==> config.mk <==
export PLATFORM = sky130hd
export DESIGN_NAME = i2c_reg_bank_flat
export DESIGN_NICKNAME = d
export VERILOG_FILES = /design/src/rtl/i2c_reg_bank_if.sv /design/src/rtl/i2c_reg_bank.sv /design/src/flat_wrapper.sv
export SDC_FILE = /design/constraint.sdc
export NUM_CORES = 1
export LEC_CHECK = 0
export ABC_AREA = 1
export BUFFER_PORTS_ARGS = -buffer_cell sky130_fd_sc_hd__buf_2
export CAP_MARGIN = 25
export CELL_PAD_IN_SITES_DETAIL_PLACEMENT = 1
export CELL_PAD_IN_SITES_GLOBAL_PLACEMENT = 1
export CORE_ASPECT_RATIO = 0.9
export CORE_MARGIN = 2
export CORE_UTILIZATION = 32
export DETAILED_ROUTE_END_ITERATION = 10
export PLACE_DENSITY_LB_ADDON = 0.05
export SYNTH_ARGS = -nofsm -noshare
export SYNTH_HDL_FRONTEND = slang
export SYNTH_SLANG_ARGS = --single-unit
==> constraint.sdc <==
create_clock -name clk -period 2.4 [get_ports clk]
set_input_delay 0 -clock clk [delete_from_list [all_inputs] [get_ports clk]]
set_output_delay 0 -clock clk [all_outputs]
set_load 0.005 [all_outputs]
==> src/rtl/i2c_reg_bank_if.sv <==
`default_nettype none
// ============================================================================
// Module   : i2c_reg_bank_if
// Brief    : Byte-stream link between the I2C byte slave and the register bank.
// Revision : 1.0
// ============================================================================
interface i2c_reg_bank_if;
    logic       txn_start_stb;
    logic [7:0] rx_data;
    logic       rx_valid_stb;
    logic       tx_done_stb;
    logic [7:0] tx_data;

    modport master (
        output txn_start_stb,
        output rx_data,
        output rx_valid_stb,
        output tx_done_stb,
        input  tx_data
    );

    modport slave (
        input  txn_start_stb,
        input  rx_data,
        input  rx_valid_stb,
        input  tx_done_stb,
        output tx_data
    );
endinterface
`default_nettype wire

==> src/rtl/i2c_reg_bank.sv <==
`default_nettype none
// ============================================================================
// Module   : i2c_reg_bank
// Brief    : Pointer-addressed 8-bit register file behind a byte-level I2C slave.
// Revision : 1.0
// ============================================================================
module i2c_reg_bank #(
    parameter int                    NUM_REGS   = 8,
    parameter int                    PTR_W      = 7,
    parameter logic [NUM_REGS-1:0]   RO_MASK    = '0,
    parameter logic [NUM_REGS*8-1:0] RESET_VALS = '0,
    parameter int                    AUTO_INC   = 1,
    parameter int                    WRAP       = 1
) (
    input  logic                  clk,
    input  logic                  rst,
    i2c_reg_bank_if.slave         bus,
    input  logic [NUM_REGS*8-1:0] status_in,
    output logic [NUM_REGS*8-1:0] regs_q,
    output logic [NUM_REGS-1:0]   wr_stb,
    output logic [7:0]            ptr_q,
    output logic                  err_stb
);

    localparam logic [7:0] c_NUM_REGS = 8'(NUM_REGS);
    localparam logic [7:0] c_LAST_PTR = 8'(NUM_REGS - 1);

    typedef enum logic [1:0] {
        ST_IDLE     = 2'd0,
        ST_WAIT_PTR = 2'd1,
        ST_DATA     = 2'd2
    } state_t;

    state_t                  r_state;
    state_t                  w_state_nxt;
    logic [7:0]              r_ptr;
    logic [7:0]              w_ptr_nxt;
    logic [7:0]              w_ptr_adv;
    logic [NUM_REGS*8-1:0]   r_regs;
    logic [NUM_REGS-1:0]     r_wr_stb;
    logic [NUM_REGS-1:0]     w_wr_nxt;
    logic [NUM_REGS-1:0]     w_hit;
    logic                    r_err_stb;
    logic                    w_err_nxt;
    logic [7:0]              r_tx_data;
    logic [7:0]              w_tx_nxt;
    logic                    r_tx_live0;
    logic                    w_in_range;
    logic [PTR_W-1:0]        w_ptr_idx;

    // Range check uses the whole pointer byte; slot decode only needs PTR_W bits.
    assign w_in_range = (r_ptr < c_NUM_REGS);
    assign w_ptr_idx  = r_ptr[PTR_W-1:0];

    for (genvar i = 0; i < NUM_REGS; i++) begin : g_slot
        assign w_hit[i]          = w_in_range && (w_ptr_idx == PTR_W'(i));
        assign regs_q[8*i +: 8]  = RO_MASK[i] ? status_in[8*i +: 8] : r_regs[8*i +: 8];
    end

    always_comb begin
        w_ptr_adv = r_ptr;
        if (AUTO_INC != 0) begin
            if (r_ptr == c_LAST_PTR) begin
                w_ptr_adv = (WRAP != 0) ? 8'd0 : r_ptr;
            end else if (w_in_range) begin
                w_ptr_adv = r_ptr + 8'd1;
            end
        end
    end

    always_comb begin
        w_state_nxt = r_state;
        w_ptr_nxt   = r_ptr;
        w_wr_nxt    = '0;
        w_err_nxt   = 1'b0;
        if (bus.txn_start_stb) begin
            w_state_nxt = ST_WAIT_PTR;
        end else begin
            case (r_state)
                ST_WAIT_PTR: begin
                    if (bus.rx_valid_stb) begin
                        w_ptr_nxt   = bus.rx_data;
                        w_state_nxt = ST_DATA;
                    end else if (bus.tx_done_stb) begin
                        w_ptr_nxt = w_ptr_adv;
                        w_err_nxt = !w_in_range;
                    end
                end
                ST_DATA: begin
                    if (bus.rx_valid_stb || bus.tx_done_stb) begin
                        w_ptr_nxt = w_ptr_adv;
                        w_err_nxt = !w_in_range;
                        if (bus.rx_valid_stb) begin
                            w_wr_nxt = w_hit & ~RO_MASK;
                        end
                    end
                end
                default: ;
            endcase
        end
    end

    always_comb begin
        w_tx_nxt = 8'hFF;
        for (int i = 0; i < NUM_REGS; i++) begin
            if (w_hit[i]) begin
                w_tx_nxt = regs_q[8*i +: 8];
            end
        end
    end

    always_ff @(posedge clk or posedge rst) begin
        if (rst) begin
            r_state <= ST_IDLE;
        end else begin
            r_state <= w_state_nxt;
        end
    end

    always_ff @(posedge clk or posedge rst) begin
        if (rst) begin
            r_ptr      <= 8'd0;
            r_regs     <= RESET_VALS;
            r_wr_stb   <= '0;
            r_err_stb  <= 1'b0;
            r_tx_data  <= RESET_VALS[7:0];
            r_tx_live0 <= RO_MASK[0];
        end else begin
            r_ptr      <= w_ptr_nxt;
            r_wr_stb   <= w_wr_nxt;
            r_err_stb  <= w_err_nxt;
            r_tx_data  <= w_tx_nxt;
            r_tx_live0 <= 1'b0;
            for (int i = 0; i < NUM_REGS; i++) begin
                if (w_wr_nxt[i]) begin
                    r_regs[8*i +: 8] <= bus.rx_data;
                end
            end
        end
    end

    // Until the first clock after reset, a read-only slot 0 is shown live.
    assign bus.tx_data = r_tx_live0 ? status_in[7:0] : r_tx_data;
    assign wr_stb      = r_wr_stb;
    assign err_stb     = r_err_stb;
    assign ptr_q       = r_ptr;

endmodule
`default_nettype wire

==> src/flat_wrapper.sv <==
// flat-port wrapper written by rule: the top's interface ports become plain ports
module i2c_reg_bank_flat 
#(
    parameter int                    NUM_REGS   = 8,
    parameter int                    PTR_W      = 7,
    parameter logic [NUM_REGS-1:0]   RO_MASK    = '0,
    parameter logic [NUM_REGS*8-1:0] RESET_VALS = '0,
    parameter int                    AUTO_INC   = 1,
    parameter int                    WRAP       = 1
)
  (clk, rst, status_in, regs_q, wr_stb, ptr_q, err_stb, bus_txn_start_stb, bus_rx_data, bus_rx_valid_stb, bus_tx_done_stb, bus_tx_data);
  i2c_reg_bank_if bus_i ();
  input  logic clk;
  input  logic rst;
  input  logic [NUM_REGS*8-1:0] status_in;
  output logic [NUM_REGS*8-1:0] regs_q;
  output logic [NUM_REGS-1:0] wr_stb;
  output logic [7:0] ptr_q;
  output logic err_stb;
  input wire logic [$bits(bus_i.txn_start_stb)-1:0] bus_txn_start_stb;
  input wire logic [$bits(bus_i.rx_data)-1:0] bus_rx_data;
  input wire logic [$bits(bus_i.rx_valid_stb)-1:0] bus_rx_valid_stb;
  input wire logic [$bits(bus_i.tx_done_stb)-1:0] bus_tx_done_stb;
  output wire logic [$bits(bus_i.tx_data)-1:0] bus_tx_data;
  assign bus_i.txn_start_stb = bus_txn_start_stb;
  assign bus_i.rx_data = bus_rx_data;
  assign bus_i.rx_valid_stb = bus_rx_valid_stb;
  assign bus_i.tx_done_stb = bus_tx_done_stb;
  assign bus_tx_data = bus_i.tx_data;
  i2c_reg_bank #(.NUM_REGS(NUM_REGS), .PTR_W(PTR_W), .RO_MASK(RO_MASK), .RESET_VALS(RESET_VALS), .AUTO_INC(AUTO_INC), .WRAP(WRAP)) u_core (.clk(clk), .rst(rst), .bus(bus_i), .status_in(status_in), .regs_q(regs_q), .wr_stb(wr_stb), .ptr_q(ptr_q), .err_stb(err_stb));
endmodule
# After elaboration in Yosys (flattened, before gate mapping)
# Index checks and enable logic that the tools add are counted.
op_classes:
  n_addsub: 1
  order_cmp: 1
  eq_ne: 12
  n_mux: 26
  bitwise: 1
  reduce_logical: 16
op_table:
  columns: ["op", "n"]
  rows:
  - ["$mux 8", 17]
  - ["$eq 7x3->1 const B", 4]
  - ["$pmux 8 s2", 1]
  - ["$eq 7x2->1 const B", 2]
  - ["$add 8x1->8 const B", 1]
  - ["$eq 8x3->1 const B", 1]
  - ["$logic_and 1x1->1", 8]
  - ["$lt 8x4->1 const B", 1]
  - ["$eq 7x1->1 const B", 1]
  - ["$logic_not 7->1", 1]
  - ["$mux 2", 3]
  - ["$reduce_bool 2->1", 3]
  - ["$mux 1", 4]
  - ["$reduce_and 4->1", 1]
  - ["$ne 3x3->1 const B", 1]
  - ["$eq 2x1->1 const B", 1]
  - ["$eq 2x2->1 const B", 1]
  - ["$ne 2x1->1 const B", 1]
  - ["$pmux 1 s2", 1]
  - ["$reduce_and 2->1", 1]
  - ["$logic_not 1->1", 1]
  - ["$logic_or 1x1->1", 1]
  - ["$not 1->1", 1]
totals:
  ff_bits: 91
  inputBits: 77
  wordCells: 70

# Longest topological paths before layout
depth:
  word_depth: 10
  ltp_mapped: 13
  mapped_depth_nobuf: 13

# Worst setup path before layout
# Ideal clock, no wire load.
synth_timing:
  kind: "register to register"
  startpoint: "register u_core.r_state[0]"
  endpoint: "register u_core.r_regs[40], in the netlist u_core.regs_q[40]"
  arrival_ns: 1.559
  required_time_ns: 2.274
  slack_ns: 0.715
  path_stages_with_launch: 9
  n_path_buf: 1
  path_cell_list: "dfrtp_1 > inv_1 > ha_1 > inv_1 > nor3_4 > inv_2 > nor2_2 > buf_2 > o21ai_0"
synth_via:
  elab_chain_len: 3
synth_rtl:
  columns: ["element", "line", "text"]
  rows:
  - ["start, declared", "i2c_reg_bank.sv:34", "state_t r_state;"]
  - ["start signal, assigned", "i2c_reg_bank.sv:116", "r_state <= w_state_nxt;"]
  - ["$eq 2x2->1", "i2c_reg_bank.sv:79", "case (r_state)"]
  - ["$mux 8", "i2c_reg_bank.sv:79", null]
  - ["$mux 8", "i2c_reg_bank.sv:76", "if (bus.txn_start_stb) begin"]
  - ["via u_core.w_wr_nxt[5]", "i2c_reg_bank.sv:41", "logic [NUM_REGS-1:0] w_wr_nxt;"]
  - ["end signal, assigned by index", "i2c_reg_bank.sv:136", "r_regs[8*i +: 8] <= bus.rx_data;"]
  - ["end, declared", "i2c_reg_bank.sv:39", "logic [NUM_REGS*8-1:0] r_regs;"]
# The timed path passes the listed nets, and every way through them passes these cells.
# A chain may end at the register's enable or synchronous reset.

# Worst setup path after layout
layout_timing:
  startpoint: "register u_core.r_ptr[0], in the netlist u_core.ptr_q[0]"
  endpoint: "register u_core.r_tx_data[5]"
layout_via:
  elab_chain_len: 10
  word_cells_on_any_way: 25
layout_rtl:
  columns: ["element", "line", "text"]
  rows:
  - ["start, declared", "i2c_reg_bank.sv:36", "logic [7:0] r_ptr;"]
  - ["start signal, assigned", "i2c_reg_bank.sv:129", "r_ptr <= w_ptr_nxt;"]
  - ["$lt 8x4->1 or $logic_not 7->1 (tied branches)", "i2c_reg_bank.sv:52, i2c_reg_bank.sv:56", null]
  - ["$logic_and 1x1->1", "i2c_reg_bank.sv:56", "assign w_hit[i] = w_in_range && (w_ptr_idx == PTR_W'(i));"]
  - ["$mux 8 (7 in series)", "i2c_reg_bank.sv:106", "if (w_hit[i]) begin"]
  - ["$mux 8 *", "i2c_reg_bank.sv:106", null]
  - ["via u_core.w_tx_nxt[5]", "i2c_reg_bank.sv:46", "logic [7:0] w_tx_nxt;"]
  - ["end signal, assigned", "i2c_reg_bank.sv:126", "r_tx_data <= RESET_VALS[7:0];"]
  - ["end signal, assigned", "i2c_reg_bank.sv:132", "r_tx_data <= w_tx_nxt;"]
  - ["end, declared", "i2c_reg_bank.sv:45", "logic [7:0] r_tx_data;"]
# The timed path passes the listed nets; every way through them passes the cells marked *.

==> results.sh <==
export IMPL_dp_hpwl_um=10400
export IMPL_finalPower_mw=3.98
export IMPL_power_switching_mw=1.27
export IMPL_drt_iter0_markers=231
export IMPL_cts_htree_levels=3
export IMPL_wl_per_cell_um=17.6
export IMPL_hp_class="in2reg"
export IMPL_cts_sinks=91
export IMPL_combinationalPowerShare_pct=19.8
export IMPL_internal_power_mw=2.71
export IMPL_path_common_cell="nand2_1"
export IMPL_syn_inst=533
export IMPL_clk_pin_slew_ns=0.06
export IMPL_synth_nets=616
export IMPL_p_sw_share_pct=32.0
export IMPL_end_kind="register"
export IMPL_maxSlewHeadroom_pct=60.6
export IMPL_multi_input_area_um2=1720
export IMPL_cts_resized=0
export IMPL_period_share_pct=90.6
export IMPL_ios=166
export IMPL_dpl_cell_area_um2=5170
export IMPL_via_per_inst=4.68
export IMPL_tightest_slew_ns=0.591
export IMPL_grt_first_pass_wirelength_um=23000
export IMPL_chipHeight_um=116
export IMPL_grt_setup_unrepaired="no"
export IMPL_grtUsageTotal_pct=20.7
export IMPL_critPathMaxFanout=8
export IMPL_insertion_delay_ns=0.35
export IMPL_path_delay_family="simple AND/OR/NAND/NOR gates"
export IMPL_nets=734
export IMPL_fin_hold_ws_ns=0.127
export IMPL_p_seq_share_pct=43.9
export IMPL_fin_ws_ns=0.227
export IMPL_syn_avg_cell_area_um2=8.41
export IMPL_synth_warnings=0
export IMPL_post_route_util_pct=40.3
export IMPL_cpPeakStageDelay_ns=0.45
export IMPL_dp_slack_ns=0.277
export IMPL_synth_top_flop_cell="dfrtp_1"
export IMPL_portBuffers=101
export IMPL_drcViolationCount=0
export IMPL_initial_core_util_pct=32.3
export IMPL_required_ns=2.64
export IMPL_netlist_area_um2=4480
export IMPL_ff_latch_area_um2=2280
export IMPL_first_pass_iters=4
export IMPL_power_share_clock_pct=36.3
export IMPL_leakagePower_nw=2.86
export IMPL_fillers=1675
export IMPL_area_growth_pct=24.6
export IMPL_num_rows=41
export IMPL_ir_worst_vdd_mv=0.464
export IMPL_cts_buffers=9
export IMPL_antenna_found_initial=0
export IMPL_startpoint_type="register"
export IMPL_maxCapViolCount=0
export IMPL_tritoncts="built"
export IMPL_design_area_um2=5580
export IMPL_seq_area_frac_synth_pct=50.8
export IMPL_stdcell_count=828
export IMPL_status="finished, final reports clean"
export IMPL_place_gp_congestion=0.774
export IMPL_power_density_nw_per_um2=713
export IMPL_ys_types=37
export IMPL_fin_tns_setup_ns=0
export IMPL_grt_ovfl_total=0
export IMPL_grt_pass1_vias=4022
export IMPL_synth_edf_count=0
export IMPL_antenna_cells=0
export IMPL_grt_max_degree=44
export IMPL_slowest_stage="dfrtp_1"
export IMPL_ant_nets=0
export IMPL_hold_viol_final=0
export IMPL_slew_violations=0
export IMPL_layout_drive_gt1_share_pct=27.3
export IMPL_cts_max_path_buffers=2
export IMPL_max_clock_freq_mhz=460
export IMPL_wirelength_um=14600
export IMPL_dp_cells=800
export IMPL_crit_path_cell_trace="inv_1 -> ha_1 -> nand2_1 -> nor2_1 -> nand4_1 -> nand2_1 -> nand2_1 -> nand4_1 -> nand2_1 -> nand2_1 -> nand2_1"
export IMPL_dieArea_um2=15000
export IMPL_die_x_um=129
export IMPL_fin_skew_ns=0.00782
export IMPL_crit_type="reg2reg"
export IMPL_core_area_um2=13900
export IMPL_finalSetupViolCount=0
export IMPL_vias=3873
export IMPL_cts_root_buf="clkbuf_16"
export IMPL_timing_critical_path_buf_inv=1
export IMPL_synthArstFlopShare_pct=100
export IMPL_timing_final_crit_period_ns=2.17
export IMPL_ys_ff_latch=91
export IMPL_worstPathArrival_ns=2.42
final timing paths:
| kind | startpoint | endpoint | slack [ns] | cells past startpoint |
|---|---|---|---|---|
| min | bus_tx_done_stb | u_core.err_stb | 0.13 | 5 |
| max | u_core.ptr_q[0] | u_core.r_tx_data[5] | 0.23 | 11 |
| min reg2reg | u_core.regs_q[0] | u_core.regs_q[0] | 0.51 | 2 |
| max reg2reg | u_core.ptr_q[0] | u_core.r_tx_data[5] | 0.23 | 11 |
| min in group asynchronous | rst | u_core.wr_stb[0] | 0.28 | 3 |
| max in group asynchronous | rst | u_core.regs_q[20] | 1.41 | 4 |
cells in the mapped netlist, drive strengths merged (4+ instances only):
master  number  area share [%]
o22ai        4            0.56
nand4       20             3.5
dfrtp       91              51
ha           6             1.7
nand3       19             2.2
or2          7            0.98
buf         11             2.0
nor3         4             1.1
clkbuf       4            0.34
o21ai       85              10
nand2      154              14
nor2        20             3.0
inv        100             8.4
state kept, by name, summed over array words and instances (netlist names):
| signal | flops |
|---|---|
| u_core.regs_q | 64 |
| u_core.err_stb | 1 |
| u_core.ptr_q | 8 |
| u_core.r_state | 2 |
| u_core.r_tx_data | 8 |
| u_core.wr_stb | 8 |
final cells by class:
cell class / instances / share of cell area, %
tap: 172 / 3.86
inverter: 100 / 6.81
clock buffer: 10 / 4.10
timing repair buffer: 122 / 12.4
sequential: 91 / 40.8
multi-input combinational: 327 / 30.8
clock inverter: 6 / 1.17
layout by cell type, fill, tap and decap left out, types with 10 or more instances in the layout:
cell type,instances
inv_2,10
nand4_1,18
o21ai_1,26
buf_2,101
inv_1,88
o21ai_0,48
nand3_1,18
dfrtp_1,91
nand2_1,145
o21ai_2,11
dlygate4sd3_1,12
routing by layer:
| metal | global-route usage [%] | up-vias | wire [µm] |
|---|---|---|---|
| met2 | 33.5 | 81 | 6670 |
| met3 | 3.99 | 7 | 567 |
| li1 | - | 1913 | - |
| met1 | 28.8 | 1872 | 7240 |
| met4 | 5.00 | 0 | 115 |
| met5 | 0 | - | 0 |
logic make-up after synthesis:
kind of cell / Yosys count / share of synthesized area [%]
and+or+nand+nor: 225 / 24.7
buffers and inverters: 115 / 10.8
AOI/OAI and AO/OA: 95 / 11.9
DFF: 91 / 50.8
adders and majority gates: 6 / 1.68
xor gates and xnor gates: 1 / 0.196
worst min-delay path, delay by kind of cell:
family	cells	cell delay, ns
simple gates	3	0.26
buf+inv	2	0.18
power by group through the flow:
| stage | combinational [mW] | sequential (mW) | clock, mW |
|---|---|---|---|
| after CTS | 0.803 | 1.75 | 1.47 |
| after global routing | 0.889 | 1.76 | 1.53 |
| after detailed placement | 0.780 | 1.77 | 0 |
| after global placement | 0.763 | 1.77 | 0 |
| final | 0.789 | 1.75 | 1.45 |
| after floorplan | 0.501 | 1.76 | 0 |
timing repair:
action / CTS / global route
endpoints found under the hold margin: 52 / 0
hold buffers: 12 / 0
buffers inserted: 0 / 0
(Power assumes the default switching activity.)
